--- config.mk ---
export PLATFORM = sky130hd
export DESIGN_NAME = word_uart_tx
export DESIGN_NICKNAME = d
export VERILOG_FILES = /design/src/rtl/word_uart_tx.sv
export SDC_FILE = /design/constraint.sdc
export NUM_CORES = 1
export LEC_CHECK = 0
export CORE_ASPECT_RATIO = 0.7
export CORE_MARGIN = 4
export CORE_UTILIZATION = 40
export CTS_CLUSTER_SIZE = 25
export DETAILED_ROUTE_END_ITERATION = 7
export PLACE_DENSITY_LB_ADDON = 0.1
export SETUP_SLACK_MARGIN = 0.05
export SYNTH_ARGS = -nofsm -noshare
export SYNTH_HDL_FRONTEND = slang
export SYNTH_SLANG_ARGS = --single-unit
--- constraint.sdc ---
create_clock -name clk -period 3.2 [get_ports clk]
set_clock_uncertainty 0.05 [all_clocks]
set_input_delay 0.8 -clock clk [delete_from_list [all_inputs] [get_ports clk]]
set_output_delay 0.8 -clock clk [all_outputs]
set_load 0.1 [all_outputs]
--- src/rtl/word_uart_tx.sv ---
// Purpose: sends a 16-bit word as two back-to-back 8N1 UART bytes, low byte first.
// Latency: start bit on the edge that accepts the word; tx_done pulses 20*CLKS_PER_BIT cycles later.
// Backpressure: no queueing. A request that arrives while busy is dropped and sets the sticky overrun flag.
//
// Ports:
//   clk           system clock, rising-edge active
//   rst           synchronous active-high reset; aborts any frame in flight
//   data_in       word to send, captured only when it is accepted
//   data_in_valid one-cycle send request
//   tx            serial line, idle high
//   tx_done       one-cycle pulse after the second stop bit ends
//   busy          high from acceptance until the word completes
//   overrun       sticky; set by a request that arrives while busy
module word_uart_tx #(
  parameter int CLKS_PER_BIT = 868
) (
  input  logic        clk,
  input  logic        rst,
  input  logic [15:0] data_in,
  input  logic        data_in_valid,
  output logic        tx,
  output logic        tx_done,
  output logic        busy,
  output logic        overrun
);

  localparam int CW = (CLKS_PER_BIT > 1) ? $clog2(CLKS_PER_BIT) : 1;
  localparam logic [CW-1:0] BAUD_LAST = CW'(CLKS_PER_BIT - 1);

  typedef enum logic [1:0] {
    IDLE  = 2'd0,
    START = 2'd1,
    DATA  = 2'd2,
    STOP  = 2'd3
  } state_t;

  state_t        state_q;
  state_t        state_d;
  logic [CW-1:0] baud_q;
  logic [2:0]    bit_q;
  logic          byte_q;
  logic [15:0]   word_q;
  logic          done_q;
  logic          ovr_q;

  logic accept;
  logic baud_wrap;

  // A word is accepted only while idle. This includes the tx_done cycle,
  // which lets consecutive words run with no extra gap.
  assign accept    = data_in_valid && (state_q == IDLE);
  assign baud_wrap = (baud_q == BAUD_LAST);

  // State register, together with the counters and the captured word.
  always_ff @(posedge clk) begin
    if (rst) begin
      state_q <= IDLE;
      baud_q  <= '0;
      bit_q   <= '0;
      byte_q  <= 1'b0;
      word_q  <= '0;
      done_q  <= 1'b0;
      ovr_q   <= 1'b0;
    end else begin
      state_q <= state_d;
      // The word is complete when byte1's stop bit ends.
      done_q  <= (state_q == STOP) && baud_wrap && byte_q;
      if (data_in_valid && (state_q != IDLE)) begin
        ovr_q <= 1'b1;
      end
      if (accept) begin
        word_q <= data_in;
        baud_q <= '0;
        bit_q  <= '0;
        byte_q <= 1'b0;
      end else if (state_q != IDLE) begin
        baud_q <= baud_wrap ? '0 : baud_q + CW'(1);
        if (baud_wrap && (state_q == DATA)) begin
          bit_q <= bit_q + 3'd1;  // wraps from 7 back to 0 as DATA ends
        end
        if (baud_wrap && (state_q == STOP)) begin
          byte_q <= ~byte_q;      // byte1 goes back to 0 on entering IDLE
        end
      end
    end
  end

  // Next-state logic. Every bit period ends only when the baud counter wraps.
  always_comb begin
    state_d = state_q;
    case (state_q)
      IDLE:    if (accept) state_d = START;
      START:   if (baud_wrap) state_d = DATA;
      DATA:    if (baud_wrap && (bit_q == 3'd7)) state_d = STOP;
      STOP:    if (baud_wrap) state_d = byte_q ? IDLE : START;
      default: state_d = IDLE;
    endcase
  end

  // Output logic.
  always_comb begin
    tx   = 1'b1;
    busy = (state_q != IDLE);
    case (state_q)
      IDLE:    tx = 1'b1;
      START:   tx = 1'b0;
      DATA:    tx = word_q[{byte_q, bit_q}];
      STOP:    tx = 1'b1;
      default: tx = 1'b1;
    endcase
  end

  assign tx_done = done_q;
  assign overrun = ovr_q;

endmodule

# Word-level counts from Yosys, hierarchy flattened
# Cells that the tools add are included.
[word_totals]
input_bits = 19
ff_bits = 34
wordCells = 43
output_inout_bits = 4
[op_classes]
reduce_logical = 13
n_lt_le_gt_ge = 1
mux = 10
n_bitwise = 1
n_addsub = 2
n_eq_ne = 9
[op_table]
columns = ["operator", "count"]
rows = [
  ["10-bit by 1-bit adder with 10-bit output, second input constant", 1],
  ["10-bit equality test, second input constant", 1],
  ["10-bit two-way mux", 1],
  ["2-bit two-way mux", 4],
  ["2-bit case mux with 4 select lines", 1],
  ["1-bit logical AND", 6],
  ["2-bit != test, second input constant", 3],
  ["4-bit by 5-bit < comparator with 1-bit output, second input constant", 1],
  ["1-bit binary-select mux with 4-bit select", 1],
  ["2-bit equality test, second input constant", 2],
  ["2-bit AND reduction", 2],
  ["4-bit AND reduction", 1],
  ["2-bit OR reduction", 2],
  ["3-bit by 1-bit adder with 3-bit output, second input constant", 1],
  ["3-bit equality test, second input constant", 1],
  ["1-bit case mux with 3 select lines", 1],
  ["2-bit by 1-bit equality test with 1-bit output, second input constant", 1],
  ["2-bit zero test", 1],
  ["1-bit two-way mux", 2],
  ["2-bit by 1-bit != test with 1-bit output, second input constant", 1],
  ["2-bit nonzero test", 1],
  ["1-bit NOT", 1],
]

# Depth between registers and ports, before layout
# Gate-level depths: netlist (run 1).
[logic_depth]
word_depth = 4
mapped_depth = 7
ltp_nobuf = 6

# Least setup slack after synthesis (run 1)
# OpenSTA, ideal clock, no wires.
[synth_timing]
path_type = "register to output"
from = "reg bit_q[0]"
to = "out tx"
t_required_ps = 2350
arrival_time_ps = 2408
stages_incl_launch_ff = 5
n_path_buf = 1
path_slack_ps = -58
path_cell_list = "dfxtp_1 buf_2 mux4_2 mux2i_1 o221ai_1"
[synth_between]
elab_chain_len = 3
[synth_rtl]
columns = ["item", "line", "text"]
rows = [
  ["start: declaration", "40", "logic [2:0] bit_q;"],
  ["start signal: assignment", "79", "bit_q <= bit_q + 3'd1;"],
  ["1-bit binary-select mux with 4-bit select", "107", "DATA: tx = word_q[{byte_q, bit_q}];"],
  ["1-bit two-way mux (not written as such)", "107", ""],
  ["1-bit case mux with 3 select lines", "104", "case (state_q)"],
  ["end: declaration", "21", "output logic tx,"],
]
# Every way passes these cells. The select of a mux whose other input is x is not followed.

# Final worst setup path (run 1)
# Same ends and word-level chain as after synthesis.

==> flow_metrics.py, run 1 <==
metrics = {
    "run_status": {
        "result_of_the_run": "finished clean",
    },
    "power_and_ir_drop": {
        "pwr-share-comb_pct": 43.4,
        "total_switching_power_uw": 660,
        "netSwitchingFraction_pct": 43.3,
        "power_frac_seq_pct": 34.7,
        "leakage_uw": 0.000768,
        "power_density_nw_per_um2": 751,
        "irDropWorstVdd_mv": 0.727,
        "p_int_uw": 863,
        "power.clock.fraction_pct": 21.9,
    },
    "setup_path": {
        "reg2reg_slack_ns": 1.22,
        "path_class": "flop to primary output",
        "critPathArrivalTime_ns": 2.00,
        "timing.critical_path.fanout_max": 8,
        "critical_path_required_ns": 2.35,
        "end_kind": "primary output",
        "start_kind": "flop",
        "critPathTopFamily": "multiplexers",
        "worstPathBufferInverterCount": 1,
        "cp_slowest_stage_delay_ns": 0.56,
        "worstPathCellList": "mux4_2, o2111ai_1, o221ai_2, buf_4",
        "timing.critical_path.slowest_stage_cell": "mux4_2",
    },
    "sta": {
        "final_period_utilization_pct": 89.2,
        "tns_ns": 0,
        "timing.slew.headroom_pct": 62.9,
        "holdWs_ns": 0.416,
        "setup_viol": 0,
        "worst_slew_pin_slew_ns": 0.551,
        "max_clock_freq_ghz": 0.351,
        "slew_viol_final": 0,
        "fin_hold_viols": 0,
        "period_minus_slack_ns": 2.85,
        "unrepaired_setup_endpoints_after_global_routing": "false",
        "setup_slack_ns": 0.347,
    },
    "floorplan": {
        "floorplan.die.height_um": 62.2,
        "floorplan.initialDensity_pct": 42.2,
        "core_um2": 3970,
        "num_rows": 19,
        "die_area_um2": 5310,
        "dieWidth_um": 85.4,
        "design.portCount": 23,
    },
    "grt": {
        "gr-total-overflow": 0,
        "via_count_of_the_first_global_routing_pass": 1391,
        "antenna_found_initial": 0,
        "grt_first_pass_wirelength_mm": 6.38,
        "globalRouteTotalUtil_pct": 14.8,
        "grt_start_max_net_pins": 20,
    },
    "logic_synthesis": {
        "synth-seq-area-share_pct": 40.6,
        "netlist_area_um2": 1680,
        "netlist-cell-type-count": 38,
        "post-synth-top-area-fraction_pct": 40.6,
        "yosys_register_bits": 34,
        "synth.largest_area_cell": "dfxtp_1",
        "synth_fp_nets": 222,
        "ys_top_cells_by_area": "dfxtp_1 (41%), nand2_1 (9.6%), a21oi_1 (6.0%)",
        "yosys_warnings": 0,
        "syn_avg_cell_area_um2": 8.60,
        "syn_inst": 195,
    },
    "final_layout": {
        "fraction_of_layout_instances_using_a_drive_strength_above_1_pct": 9.63,
        "antennaDiodeCount": 0,
        "design.final.nets": 244,
        "nFillCells": 369,
        "finalInstanceArea_um2": 2030,
        "syn2layout_area_growth_pct": 20.9,
        "fin_util_pct": 51.1,
    },
    "worst_hold_path": {
        "hold_path_class": "flop to flop",
    },
    "place": {
        "detailed_place_hpwl_mm": 2.84,
        "io_buffer_count": 22,
        "place_ws_ns": 0.662,
        "gpl.final_weighted_congestion": 0.799,
        "placed_cell_area_um2": 1930,
    },
    "route": {
        "vias_per_cell": 5.18,
        "route.met3.wl_um": 174,
        "detail_route.drc_violations": 0,
        "highest-signal-layer": "met4",
        "detail_route.iter0.violations": 51,
        "post_drt_wl_per_cell_um": 13.9,
        "dr.pass1.iters": 4,
        "post_drt_antenna_nets": 0,
        "met2_wirelength_mm": 1.58,
        "met1_length_mm": 1.94,
        "detail_route.wirelength_mm": 3.75,
        "vias": 1398,
    },
    "clock_tree": {
        "cts_resized": 0,
        "post_cts_hold_buffer_count": 0,
        "insertion_delay_ns": 0.28,
        "cts-buffers-inserted": 5,
        "cts_buffer_depth": 2,
        "ctsRootBufferMaster": "clkbuf_8",
        "cts_tree": "built",
        "clock_sink_count": 34,
        "cts_htree_levels": 2,
        "clkTransAtPathRegs_ns": 0.07,
        "cts_setup_buffers": 0,
    },
    "job": {
        "timing.max_cap.violations": 0,
    },
}
## logic make-up (layout without fill, tap and decap cells)
kind of cell | after synthesis | in the layout | share of synthesized area, %
mux | 11 | 11 | 8.81
buf+inv | 15 | 38 | 3.81
simple gates | 90 | 90 | 26.0
xor+xnor | 9 | 9 | 4.70
fa+ha+maj | 8 | 8 | 5.97
compound gates | 28 | 28 | 10.2
flops | 34 | 34 | 40.6
## final cells by class
| class | count | area (µm²) | area share, % |
|---|---|---|---|
| clock buffers | 6 | 82.6 | 4.07 |
| clock inverters | 2 | 12.5 | 0.617 |
| inverters | 6 | 22.5 | 1.11 |
| multi-input cells | 146 | 938 | 46.3 |
| flip-flops and latches | 34 | 681 | 33.6 |
| well taps | 52 | 65.1 | 3.21 |
| repair buffers | 24 | 225 | 11.1 |
## worst reg2reg max path, stage by stage, from the launching register on
cell and delay (ns):
dfxtp_1 0.43, inv_1 0.12, ha_1 0.37, and2_1 0.21
buf_4 0.19, a211o_1 0.41, nor2_1 0.15
## routing by layer
layer | vias to the layer above | GRT usage, %
li1 | 711 | -
met1 | 652 | 21.1
met2 | 26 | 20.8
met3 | 9 | 4.62
met4 | 0 | 5.34
met5 | - | 0
## state kept, by name, summed over array words and instances (netlist names)
name	cells
word_q	16
baud_q	10
tx_done	1
overrun	1
byte_q	1
bit_q	3
state_q	2
## cells in the mapped netlist
master	number
a2111o_1	1
a211o_1	2
a21oi_1	20
a311oi_1	1
a31oi_1	1
and2_1	1
and3_1	1
and4b_1	1
buf_1	1
buf_2	3
buf_4	1
clkbuf_1	4
dfxtp_1	34
ha_1	8
inv_1	6
mux2i_1	8
mux4_2	3
nand2_1	43
nand2b_1	4
nand3_1	6
nand3_2	1
nand3b_1	1
nand4_1	2
nand4b_1	2
nor2_1	16
nor2b_1	2
nor3_1	4
nor3_4	1
nor3b_1	1
nor4_1	1
nor4b_1	1
o2111ai_1	1
o221ai_1	1
o311ai_0	1
or3_1	1
or3_4	1
xnor2_1	5
xor2_1	4
## cell usage in the layout (no fill, tap or decap), types with 2 or more instances in the layout
cell,n
a211o_1,2
a21oi_1,20
buf_4,6
clkbuf_8,6
clkdlybuf4s50_1,18
dfxtp_1,34
ha_1,8
inv_1,6
mux2i_1,8
mux4_2,3
nand2_1,43
nand2b_1,4
nand3_1,6
nand4_1,2
nand4b_1,2
nor2_1,16
nor2b_1,2
nor3_1,4
xnor2_1,5
xor2_1,4
## path summary, 6_finish.rpt
path	start	endpoint	depth (start not counted)
setup / recovery	bit_q[0]	tx	4
hold / removal	word_q[4]	word_q[4]	2
setup reg to reg	state_q[0]	baud_q[6]	6
hold reg to reg	word_q[4]	word_q[4]	2
## metrics by stage
stage,total power (µW),cells
detailed placement,1200,262
global route,1610,270
finish,1520,270
floorplan,1050,195
CTS,1530,270
global placement,1180,262
## power by group through the flow
stage | Clock (µW) | Combinational, µW | Sequential [µW]
floorplan | 0 | 500 | 547
detailed placement | 0 | 661 | 537
global placement | 0 | 641 | 538
finish | 334 | 660 | 529
CTS | 341 | 663 | 528
global route | 361 | 716 | 537
Power figures use the tool's default switching activity.
==> inputs of run 2 (changes only) <==
--- a/config.mk
+++ b/config.mk
@@ -8,7 +8,6 @@
 export CORE_ASPECT_RATIO = 0.7
 export CORE_MARGIN = 4
 export CORE_UTILIZATION = 40
-export CTS_CLUSTER_SIZE = 25
 export DETAILED_ROUTE_END_ITERATION = 7
 export PLACE_DENSITY_LB_ADDON = 0.1
 export SETUP_SLACK_MARGIN = 0.05
==> results of run 2 <==
No change in the layout: final DEF, timing and power equal those of run 1.
==> inputs of run 3 (changes only) <==
--- a/config.mk
+++ b/config.mk
@@ -5,6 +5,7 @@
 export SDC_FILE = /design/constraint.sdc
 export NUM_CORES = 1
 export LEC_CHECK = 0
+export CAP_MARGIN = 20
 export CORE_ASPECT_RATIO = 0.7
 export CORE_MARGIN = 4
 export CORE_UTILIZATION = 40
==> results of run 3 <==
No change in the layout: final DEF, timing and power equal those of run 1.
